$ cat src/rtl/coeff_ctrl_pkg.sv
// Shared types and constants for the biquad coefficient update controller:
// command codes, FSM states, slot map and reset coefficient values.
package coeff_ctrl_pkg;

  localparam int NUM_COEFF   = 10;
  localparam int COEFF_BYTES = 8;
  localparam int COEFF_W     = 64;

  typedef enum logic [7:0] {
    CMD_WRITE   = 8'h10,
    CMD_COMMIT  = 8'h20,
    CMD_DISCARD = 8'h30,
    CMD_CLR_ERR = 8'h40
  } cmd_e;

  typedef enum logic [1:0] {
    ST_IDLE     = 2'd0,
    ST_GET_IDX  = 2'd1,
    ST_GET_DATA = 2'd2,
    ST_DROP     = 2'd3
  } state_e;

  localparam int SLOT_HP_Y1 = 0;
  localparam int SLOT_HP_Y2 = 1;
  localparam int SLOT_HP_X0 = 2;
  localparam int SLOT_HP_X1 = 3;
  localparam int SLOT_HP_X2 = 4;
  localparam int SLOT_LP_Y1 = 5;
  localparam int SLOT_LP_Y2 = 6;
  localparam int SLOT_LP_X0 = 7;
  localparam int SLOT_LP_X1 = 8;
  localparam int SLOT_LP_X2 = 9;

  // 1.0 in Q2.62: feed-forward x0 taps pass the signal through after reset.
  localparam logic [COEFF_W-1:0] COEFF_ONE  = 64'h4000_0000_0000_0000;
  localparam logic [COEFF_W-1:0] COEFF_ZERO = 64'h0000_0000_0000_0000;

  function automatic logic [COEFF_W-1:0] reset_coeff(input int slot);
    if (slot == SLOT_HP_X0 || slot == SLOT_LP_X0) begin
      return COEFF_ONE;
    end else begin
      return COEFF_ZERO;
    end
  endfunction

endpackage

$ cat src/rtl/coeff_bank.sv
// Shadow and active coefficient storage: per-slot shadow writes, atomic
// shadow-to-active commit and active-to-shadow discard.
module coeff_bank #(
  parameter int NUM_COEFF = coeff_ctrl_pkg::NUM_COEFF,
  parameter int IDX_W     = 4
) (
  input  logic                        clk,
  input  logic                        reset,
  input  logic                        wr_en,
  input  logic [IDX_W-1:0]            wr_idx,
  input  logic [63:0]                 wr_data,
  input  logic                        commit,
  input  logic                        discard,
  output logic [NUM_COEFF-1:0][63:0]  active
);
  import coeff_ctrl_pkg::*;

  logic [NUM_COEFF-1:0][63:0] shadow_r;
  logic [NUM_COEFF-1:0][63:0] active_r;

  // Active set only ever changes as a whole on commit.
  always_ff @(posedge clk) begin
    if (reset) begin
      for (int i = 0; i < NUM_COEFF; i++) begin
        active_r[i] <= reset_coeff(i);
      end
    end else if (commit) begin
      active_r <= shadow_r;
    end else begin
      active_r <= active_r;
    end
  end

  // Shadow storage: discard restores the live set, otherwise single-slot writes.
  always_ff @(posedge clk) begin
    if (reset) begin
      for (int i = 0; i < NUM_COEFF; i++) begin
        shadow_r[i] <= reset_coeff(i);
      end
    end else if (discard) begin
      shadow_r <= active_r;
    end else begin
      for (int i = 0; i < NUM_COEFF; i++) begin
        if (wr_en && (wr_idx == IDX_W'(i))) begin
          shadow_r[i] <= wr_data;
        end else begin
          shadow_r[i] <= shadow_r[i];
        end
      end
    end
  end

  assign active = active_r;

endmodule

$ cat src/rtl/coeff_update_ctrl.sv
// SPI-fed coefficient update controller: parses command frames into shadow
// writes and applies committed sets on the next audio sample boundary.
module coeff_update_ctrl #(
  parameter int NUM_COEFF   = coeff_ctrl_pkg::NUM_COEFF,
  parameter int COEFF_BYTES = coeff_ctrl_pkg::COEFF_BYTES
) (
  input  logic               clk_48,
  input  logic               reset,
  input  logic               frame_start,
  input  logic [7:0]         rx_byte,
  input  logic               rx_valid,
  output logic               rx_ready,
  input  logic               sample_tick,
  output logic signed [63:0] hp_y1_coeff,
  output logic signed [63:0] hp_y2_coeff,
  output logic signed [63:0] hp_x0_coeff,
  output logic signed [63:0] hp_x1_coeff,
  output logic signed [63:0] hp_x2_coeff,
  output logic signed [63:0] lp_y1_coeff,
  output logic signed [63:0] lp_y2_coeff,
  output logic signed [63:0] lp_x0_coeff,
  output logic signed [63:0] lp_x1_coeff,
  output logic signed [63:0] lp_x2_coeff,
  output logic               commit_pending,
  output logic               commit_done,
  output logic               err_flag
);
  import coeff_ctrl_pkg::*;

  localparam int IDX_W = (NUM_COEFF > 1) ? $clog2(NUM_COEFF) : 1;
  localparam int CNT_W = (COEFF_BYTES > 1) ? $clog2(COEFF_BYTES) : 1;

  state_e           state_r, state_next_s, cur_state_s;
  logic [IDX_W-1:0] idx_r, idx_next_s;
  logic [CNT_W-1:0] cnt_r, cnt_next_s;
  logic [63:0]      asm_r, asm_next_s;
  logic             err_r, err_next_s;
  logic             pending_r, pending_next_s, pending_set_s;
  logic             done_r, ready_r;
  logic             accept_s, wr_en_s, commit_s, discard_s;
  logic [NUM_COEFF-1:0][63:0] active_s;

  assign accept_s = rx_valid && ready_r;
  assign commit_s = sample_tick && pending_r;

  // Frame parser; a frame_start restarts parsing with the current byte as command.
  always_comb begin
    state_next_s  = state_r;
    idx_next_s    = idx_r;
    cnt_next_s    = cnt_r;
    asm_next_s    = asm_r;
    err_next_s    = err_r;
    pending_set_s = 1'b0;
    wr_en_s       = 1'b0;
    discard_s     = 1'b0;
    cur_state_s   = frame_start ? ST_IDLE : state_r;
    state_next_s  = cur_state_s;
    if (frame_start) begin
      cnt_next_s = CNT_W'(0);
      asm_next_s = 64'd0;
    end else begin
      cnt_next_s = cnt_r;
    end
    if (accept_s) begin
      case (cur_state_s)
        ST_IDLE: begin
          case (rx_byte)
            CMD_WRITE:   state_next_s  = ST_GET_IDX;
            CMD_COMMIT:  pending_set_s = 1'b1;
            CMD_DISCARD: discard_s     = 1'b1;
            CMD_CLR_ERR: err_next_s    = 1'b0;
            default: begin
              err_next_s   = 1'b1;
              state_next_s = ST_DROP;
            end
          endcase
        end
        ST_GET_IDX: begin
          if (int'(rx_byte) < NUM_COEFF) begin
            idx_next_s   = rx_byte[IDX_W-1:0];
            cnt_next_s   = CNT_W'(0);
            asm_next_s   = 64'd0;
            state_next_s = ST_GET_DATA;
          end else begin
            err_next_s   = 1'b1;
            state_next_s = ST_DROP;
          end
        end
        ST_GET_DATA: begin
          asm_next_s = {asm_r[55:0], rx_byte};
          if (cnt_r == CNT_W'(COEFF_BYTES - 1)) begin
            wr_en_s      = 1'b1;
            cnt_next_s   = CNT_W'(0);
            state_next_s = ST_IDLE;
          end else begin
            cnt_next_s = cnt_r + CNT_W'(1);
          end
        end
        ST_DROP: state_next_s = ST_DROP;
        default: state_next_s = ST_IDLE;
      endcase
    end else begin
      state_next_s = cur_state_s;
    end
    if (pending_set_s) begin
      pending_next_s = 1'b1;
    end else if (commit_s) begin
      pending_next_s = 1'b0;
    end else begin
      pending_next_s = pending_r;
    end
  end

  // Control state and registered status outputs.
  always_ff @(posedge clk_48) begin
    if (reset) begin
      state_r   <= ST_IDLE;
      idx_r     <= IDX_W'(0);
      cnt_r     <= CNT_W'(0);
      asm_r     <= 64'd0;
      err_r     <= 1'b0;
      pending_r <= 1'b0;
      done_r    <= 1'b0;
      ready_r   <= 1'b1;
    end else begin
      state_r   <= state_next_s;
      idx_r     <= idx_next_s;
      cnt_r     <= cnt_next_s;
      asm_r     <= asm_next_s;
      err_r     <= err_next_s;
      pending_r <= pending_next_s;
      done_r    <= commit_s;
      ready_r   <= !pending_next_s;
    end
  end

  coeff_bank #(
    .NUM_COEFF (NUM_COEFF),
    .IDX_W     (IDX_W)
  ) u_bank (
    .clk     (clk_48),
    .reset   (reset),
    .wr_en   (wr_en_s),
    .wr_idx  (idx_r),
    .wr_data (asm_next_s),
    .commit  (commit_s),
    .discard (discard_s),
    .active  (active_s)
  );

  assign rx_ready       = ready_r;
  assign commit_pending = pending_r;
  assign commit_done    = done_r;
  assign err_flag       = err_r;

  assign hp_y1_coeff = active_s[SLOT_HP_Y1];
  assign hp_y2_coeff = active_s[SLOT_HP_Y2];
  assign hp_x0_coeff = active_s[SLOT_HP_X0];
  assign hp_x1_coeff = active_s[SLOT_HP_X1];
  assign hp_x2_coeff = active_s[SLOT_HP_X2];
  assign lp_y1_coeff = active_s[SLOT_LP_Y1];
  assign lp_y2_coeff = active_s[SLOT_LP_Y2];
  assign lp_x0_coeff = active_s[SLOT_LP_X0];
  assign lp_x1_coeff = active_s[SLOT_LP_X1];
  assign lp_x2_coeff = active_s[SLOT_LP_X2];

endmodule

$ cat config.mk
export PLATFORM = sky130hd
export DESIGN_NAME = coeff_update_ctrl
export DESIGN_NICKNAME = d
export VERILOG_FILES = /design/src/rtl/coeff_ctrl_pkg.sv /design/src/rtl/coeff_bank.sv /design/src/rtl/coeff_update_ctrl.sv
export SDC_FILE = /design/constraint.sdc
export NUM_CORES = 2
export LEC_CHECK = 0
export ABC_AREA = 1
export CORE_AREA = 2 2 408 410
export DETAILED_ROUTE_END_ITERATION = 8
export DIE_AREA = 0 0 410 412
export GPL_TIMING_DRIVEN = 0
export SLEW_MARGIN = 20
export SYNTH_ARGS = -nofsm -noshare
export SYNTH_HDL_FRONTEND = slang
export SYNTH_SLANG_ARGS = --single-unit
$ cat constraint.sdc
create_clock -name clk_48 -period 3.1 [get_ports clk_48]
set_input_delay 0.93 -clock clk_48 [delete_from_list [all_inputs] [get_ports clk_48]]
set_output_delay 0.93 -clock clk_48 [all_outputs]
set_load 0.005 [all_outputs]
# Yosys cells after proc, flatten, opt, wreduce, memory -nomap -nowiden
# Index checks and enable logic that the tools add are counted.
# op_classes
magnitude_cmp	1
shift	0
n_addsub	1
n_eq_ne	19
bitwise_logic	0
div_mod_pow	0
mul	0
reduce_logical	30
mux	40
# op_table
operator	n
2-to-1 mux 64 bit	13
2-to-1 mux 640 bit	1
one-hot mux 64 bit (2 select lines)	1
nonzero test 2 bit	11
== test 4 x 3 -> 1 bit (second input constant)	4
== test 8 x 6 -> 1 bit (second input constant)	2
2-to-1 mux 1 bit	13
logical AND 1 bit	12
2-to-1 mux 3 bit	4
== test 4 x 2 -> 1 bit (second input constant)	2
== test 4 bit (second input constant)	2
== test 8 x 5 -> 1 bit (second input constant)	1
== test 8 x 7 -> 1 bit (second input constant)	1
less-than comparator 8 x 4 -> 1 bit (second input constant)	1
one-hot mux 2 bit (4 select lines)	1
2-to-1 mux 2 bit	3
one-hot mux 3 bit (2 select lines)	1
OR reduction 3 bit	2
== test 2 bit (second input constant)	2
== test 4 x 1 -> 1 bit (second input constant)	1
logical NOT 4 bit	1
inequality test 2 bit (second input constant)	2
one-hot mux 1 bit (2 select lines)	2
one-hot mux 2 bit (2 select lines)	1
7 further kinds	7
# totals
reg_bits	1357
ramBits	0
mem_bits_ro	0
n_memories	0
out_inout_bits	644
latch_bits	0

# Depth between registers and ports, before layout
# depth
word_depth	7
depth_mapped	15
mapped_depth_nobuf	12

# Cells and area by module
# Synthesis repeated with hierarchy kept, for this count alone.
# hier_totals
hier_cells	8219
hier_area_um2	56561.7
# by_module_without_submodules
mod	cells_each	instances	area_per_inst_um2
coeff_bank	7748	1	53298.6
coeff_update_ctrl	471	1	3263.1

# Worst setup path before layout
# No wires, ideal clock.
# synth_timing
path_type	input to register
from	input port frame_start
to	register u_bank.shadow_r[0] (netlist name)
slack_ns	0.063
arrival_time_ns	2.905
setup_ns	0.132
required_ns	2.968
path_stages	14
n_path_buf	6
path_cell_list	clkbuf_1 > clkbuf_1 > inv_1 > nand2_1 > ha_1 > nand2_1 > nor2_1 > nand2_2 > buf_6 > buf_6 > buf_6 > buf_2 > nand3_1 > a21oi_1
# synth_via
elab_chain_len	6
# synth_rtl
element	line	source
start, declared	coeff_update_ctrl.sv:9	input logic frame_start,
2-to-1 mux 2 bit or 2-to-1 mux 64 bit (tied branches)	coeff_update_ctrl.sv:56, coeff_update_ctrl.sv:58	
== test 2 bit, or another cell as far along	coeff_update_ctrl.sv:65	case (cur_state_s)
one-hot mux 64 bit (2 select lines) or 2-to-1 mux 1 bit (tied branches)	coeff_update_ctrl.sv:65	
2-to-1 mux 64 bit or 2-to-1 mux 1 bit (tied branches)	coeff_update_ctrl.sv:64	if (accept_s) begin
2-to-1 mux 64 bit or logical AND 1 bit (tied branches)	coeff_bank.sv:44	if (wr_en && (wr_idx == IDX_W'(i))) begin
2-to-1 mux 640 bit or nonzero test 2 bit (tied branches)	n/a	
end signal, assigned	coeff_bank.sv:41	shadow_r <= active_r;
end signal, assigned by index	coeff_bank.sv:45	shadow_r[i] <= wr_data;
end signal, assigned by index	coeff_bank.sv:47	shadow_r[i] <= shadow_r[i];
end, declared	coeff_bank.sv:18	logic [NUM_COEFF-1:0][63:0] shadow_r;
# Parallel ways exist; a longest one is shown, timed or not. The select of a mux whose other input is x is not followed.
# A chain may end at the register's enable or synchronous reset.

# Final worst setup path
# layout_timing
from	input port reset
to	register u_bank.shadow_r[547] (netlist name)
# layout_lines
element	line	source
start, declared	coeff_update_ctrl.sv:8	input logic reset,
end signal, assigned by index	coeff_bank.sv:38	shadow_r[i] <= reset_coeff(i);
end signal, assigned	coeff_bank.sv:41	
end signal, assigned by index	coeff_bank.sv:45	
# No word-level cell between the ends.

==> impl_metrics.py <==
metrics = {
    "run_status": {
        "status": "finished, violations left",
        "violations": "negative setup slack",
    },
    "timing": {
        "max_freq_mhz": 316.1,
        "period_share": 1.020,
        "min_period_ns": 3.163,
        "rsz0062_at_grt": "yes",
        "layout_setup_ws_ns": -0.06331,
        "hold_ws_ns": 0.4897,
        "fin_skew_ns": 0.02984,
        "worstMarginPinSlew_ns": 1.225,
        "hold_viol": 0,
        "setup_viol": 30,
        "maxSlewViolCount": 0,
        "slew_headroom": 0.1832,
    },
    "floorplan": {
        "die_y_um": 412,
        "num_rows": 149,
        "coreArea_sq_um": 164200,
        "initial_core_util": 0.3486,
        "die_w_um": 410,
        "die-area_sq_um": 168900,
        "ioPinCount": 657,
    },
    "logic_synthesis": {
        "synth_seq_cells": 1357,
        "ys_seq_area_frac": 0.4745,
        "synth_edf_count": 0,
        "netlist_instances": 8293,
        "ys.warnings.count": 0,
        "synth.top_cells.by_area": "dfxtp_1 (47%), nand3_1 (11%), nand2_1 (9.7%)",
        "synth_nets": 8312,
        "synthDistinctLibCells": 26,
        "ys_async_sr_fraction": 0,
        "synthFlopType": "dfxtp_1",
        "syn_avg_cell_area_sq_um": 6.904,
        "synth_top_cell_area_share": 0.4745,
        "syn_area_sq_um": 57250,
        "yosysTopAreaCell": "dfxtp_1",
    },
    "global_routing": {
        "busiest_layer": "met2",
        "grt_max_degree": 17,
        "met3_usage": 0.09227,
        "grt_pass1_wl_um": 369400,
        "grt_pass1_vias": 54050,
        "grt_antenna_before_repair": 46,
        "grt-ovfl-total": 0,
        "gr-usage-all-layers": 0.2975,
        "grt_util_met2": 0.4233,
        "grt_use_met1": 0.3950,
    },
    "clock_tree": {
        "path_clk_slew_ns": 0.06,
        "clk_latency_ns": 0.81,
        "post_cts_buffers": 0,
        "cts_buffer_depth": 3,
        "cts_htree_levels": 4,
        "cts_tree": "done",
        "root_buffer": "clkbuf_16",
        "numCtsBuffers": 155,
        "clock_sinks": 1357,
    },
    "worst_setup_path": {
        "crit_path_max_fanout": 10,
        "arrival_ns": 3.81,
        "crit_path_frequent_cell": "clkbuf_1",
        "worst_r2r_endpoint": "u_bank.shadow_r[360]",
        "r2r-start": "state_r[1]",
        "start_kind": "input port",
        "crit_path_top_delay_cell": "clkbuf_1",
        "r2r_slack_ns": 0.24,
        "cp-end-kind": "flop",
        "crit_family": "buffers and inverters",
        "cp.depth": 5,
        "crit_chain": "clkbuf_1 > buf_1 > clkbuf_1 > clkbuf_1 > a21oi_1",
        "slowest_delay_ns": 0.76,
        "required_ns": 3.75,
        "worst-path-buf-inv": 4,
        "critical_path_class": "in2reg",
        "r2r_cells": 12,
    },
    "finish": {
        "final.fill_count": 16578,
        "layout.nets": 9157,
        "drive_gt1_frac": 0.07781,
        "synthToLayoutAreaGrowth_pct": 27.37,
        "instances_no_fill": 11473,
        "fin_util": 0.4440,
        "stdcell_area_sq_um": 72920,
    },
    "placement": {
        "dpl.hpwl_um": 182400,
        "numPortBuffers": 654,
        "post_dp_cell_area_sq_um": 67430,
        "dpl.cell_count": 11170,
        "place.gp.congestion": 0.8889,
        "dp_slack_ns": -1.360,
    },
    "routing": {
        "wl_per_cell_um": 22.85,
        "drc": 0,
        "vias": 59713,
        "drtIter0Drc": 7151,
        "ant_nets": 0,
        "viasPerCell": 5.205,
        "wl_um": 262200,
        "dr.pass1.iters": 6,
    },
    "power_and_ir_drop": {
        "power.leakage_uw": 0.02748,
        "power_density_nw_per_um2": 507.9,
        "peakVddDrop_mv": 0.5985,
    },
    "min_path": {
        "min_path_type": "reg2reg",
        "holdPathStages": 2,
        "hold_path_end": "cnt_r[1]",
        "min-delay-start": "cnt_r[1]",
    },
    "run": {
        "cap_viol_max_count": 0,
    },
}
state kept, by name, summed over array words and instances (netlist names):
name	count
asm_r	64
cnt_r	3
commit_done	1
commit_pending	1
err_flag	1
idx_r	4
rx_ready	1
state_r	2
u_bank.active	640
u_bank.shadow_r	640
worst max path at each step:
stage,startpoint,endpoint,slack [ns]
after global routing,reset,u_bank.shadow_r[547],-0.03
after global placement,frame_start,u_bank.shadow_r[351],-1.95
after CTS,reset,u_bank.shadow_r[547],0.02
after floorplan,frame_start,u_bank.shadow_r[0],0.06
after detailed placement,frame_start,u_bank.shadow_r[362],-1.36
final,reset,u_bank.shadow_r[547],-0.06
layer usage:
metal  routed length (um)  vias to the layer above
met5                  172                        -
met4                16030                       24
met3                29760                      576
met2               106900                     2877
met1               109400                    27990
li1                     -                    28246
metrics by stage:
step	setup TNS (ns)	total power, uW
floorplan	0	18310
global placement	-1608.22	18570
detailed placement	-1192.98	18590
CTS	0	37210
global route	-0.1078	37960
finish	-0.7873	37040
worst reg2reg max path: cells and delay by family, from the launching register on:
| kind | cells | cell delay [ns] |
|---|---|---|
| simple gates | 5 | 1.31 |
| buf+inv | 5 | 0.68 |
| flops | 1 | 0.31 |
| fa+ha+maj | 1 | 0.32 |
| compound gates | 1 | 0.16 |
cells in the mapped netlist, types with 14 or more instances:
cell,count
buf_4,16
buf_1,14
nand2_2,41
o21ai_0,644
inv_1,724
nor2_1,1356
buf_2,316
nand3_1,1291
nand2_1,1482
a21oi_1,714
dfxtp_1,1357
clkbuf_1,298
cells by family (layout without fill, tap and decap cells):
family                     count (synthesis)  count (layout)  synth area share
buffers and inverters                   1390            2363            0.1006
other                                      0              18                 0
and+or+nand+nor                         4178            4178            0.3044
AOI/OAI and AO/OA                       1362            1362            0.1192
DFF                                     1357            1357            0.4745
adders and majority gates                  6               6          0.001311
report_power, final:
part           switching, uW  total (uW)  leakage (uW)  internal [uW]
Sequential              10.5       17500        0.0109          17400
Clock                   7910       18800       0.00254          10900
Combinational            572         761        0.0140            189
layout by cell type, fill, tap and decap left out, drive strengths merged:
cell,count
nand2,1523
dfxtp,1357
nor2,1357
nand3,1293
inv,745
a21oi,714
clkdlybuf4s50,654
o21ai,644
clkbuf,532
buf,392
clkinv,28
diode,18
bufinv,8
ha,6
clkinvlp,4
nand4,3
nor3,1
nand3b,1
o211ai,1
o22ai,1
a41oi,1
a211oi,1
layout make-up:
class / instances / area [sq um] / area share
Inverter: 735 / 2764 / 0.03790
Sequential cell: 1357 / 27170 / 0.3725
Antenna cell: 18 / 45.04 / 0.0006177
Clock inverter: 50 / 593.1 / 0.008133
Buffer: 655 / 3019 / 0.04140
Tap cell: 2189 / 2739 / 0.03756
Clock buffer: 235 / 4572 / 0.06269
Timing Repair Buffer: 688 / 7355 / 0.1009
Multi-Input combinational cell: 5546 / 24670 / 0.3383
what timing repair did:
item	CTS	global route
resized for setup	34	39
hold buffers	0	0
setup endpoints to repair	803	208
pin swaps	0	0
endpoints found under the hold margin	0	0
No activity file was read; power rests on OpenSTA's default activity.
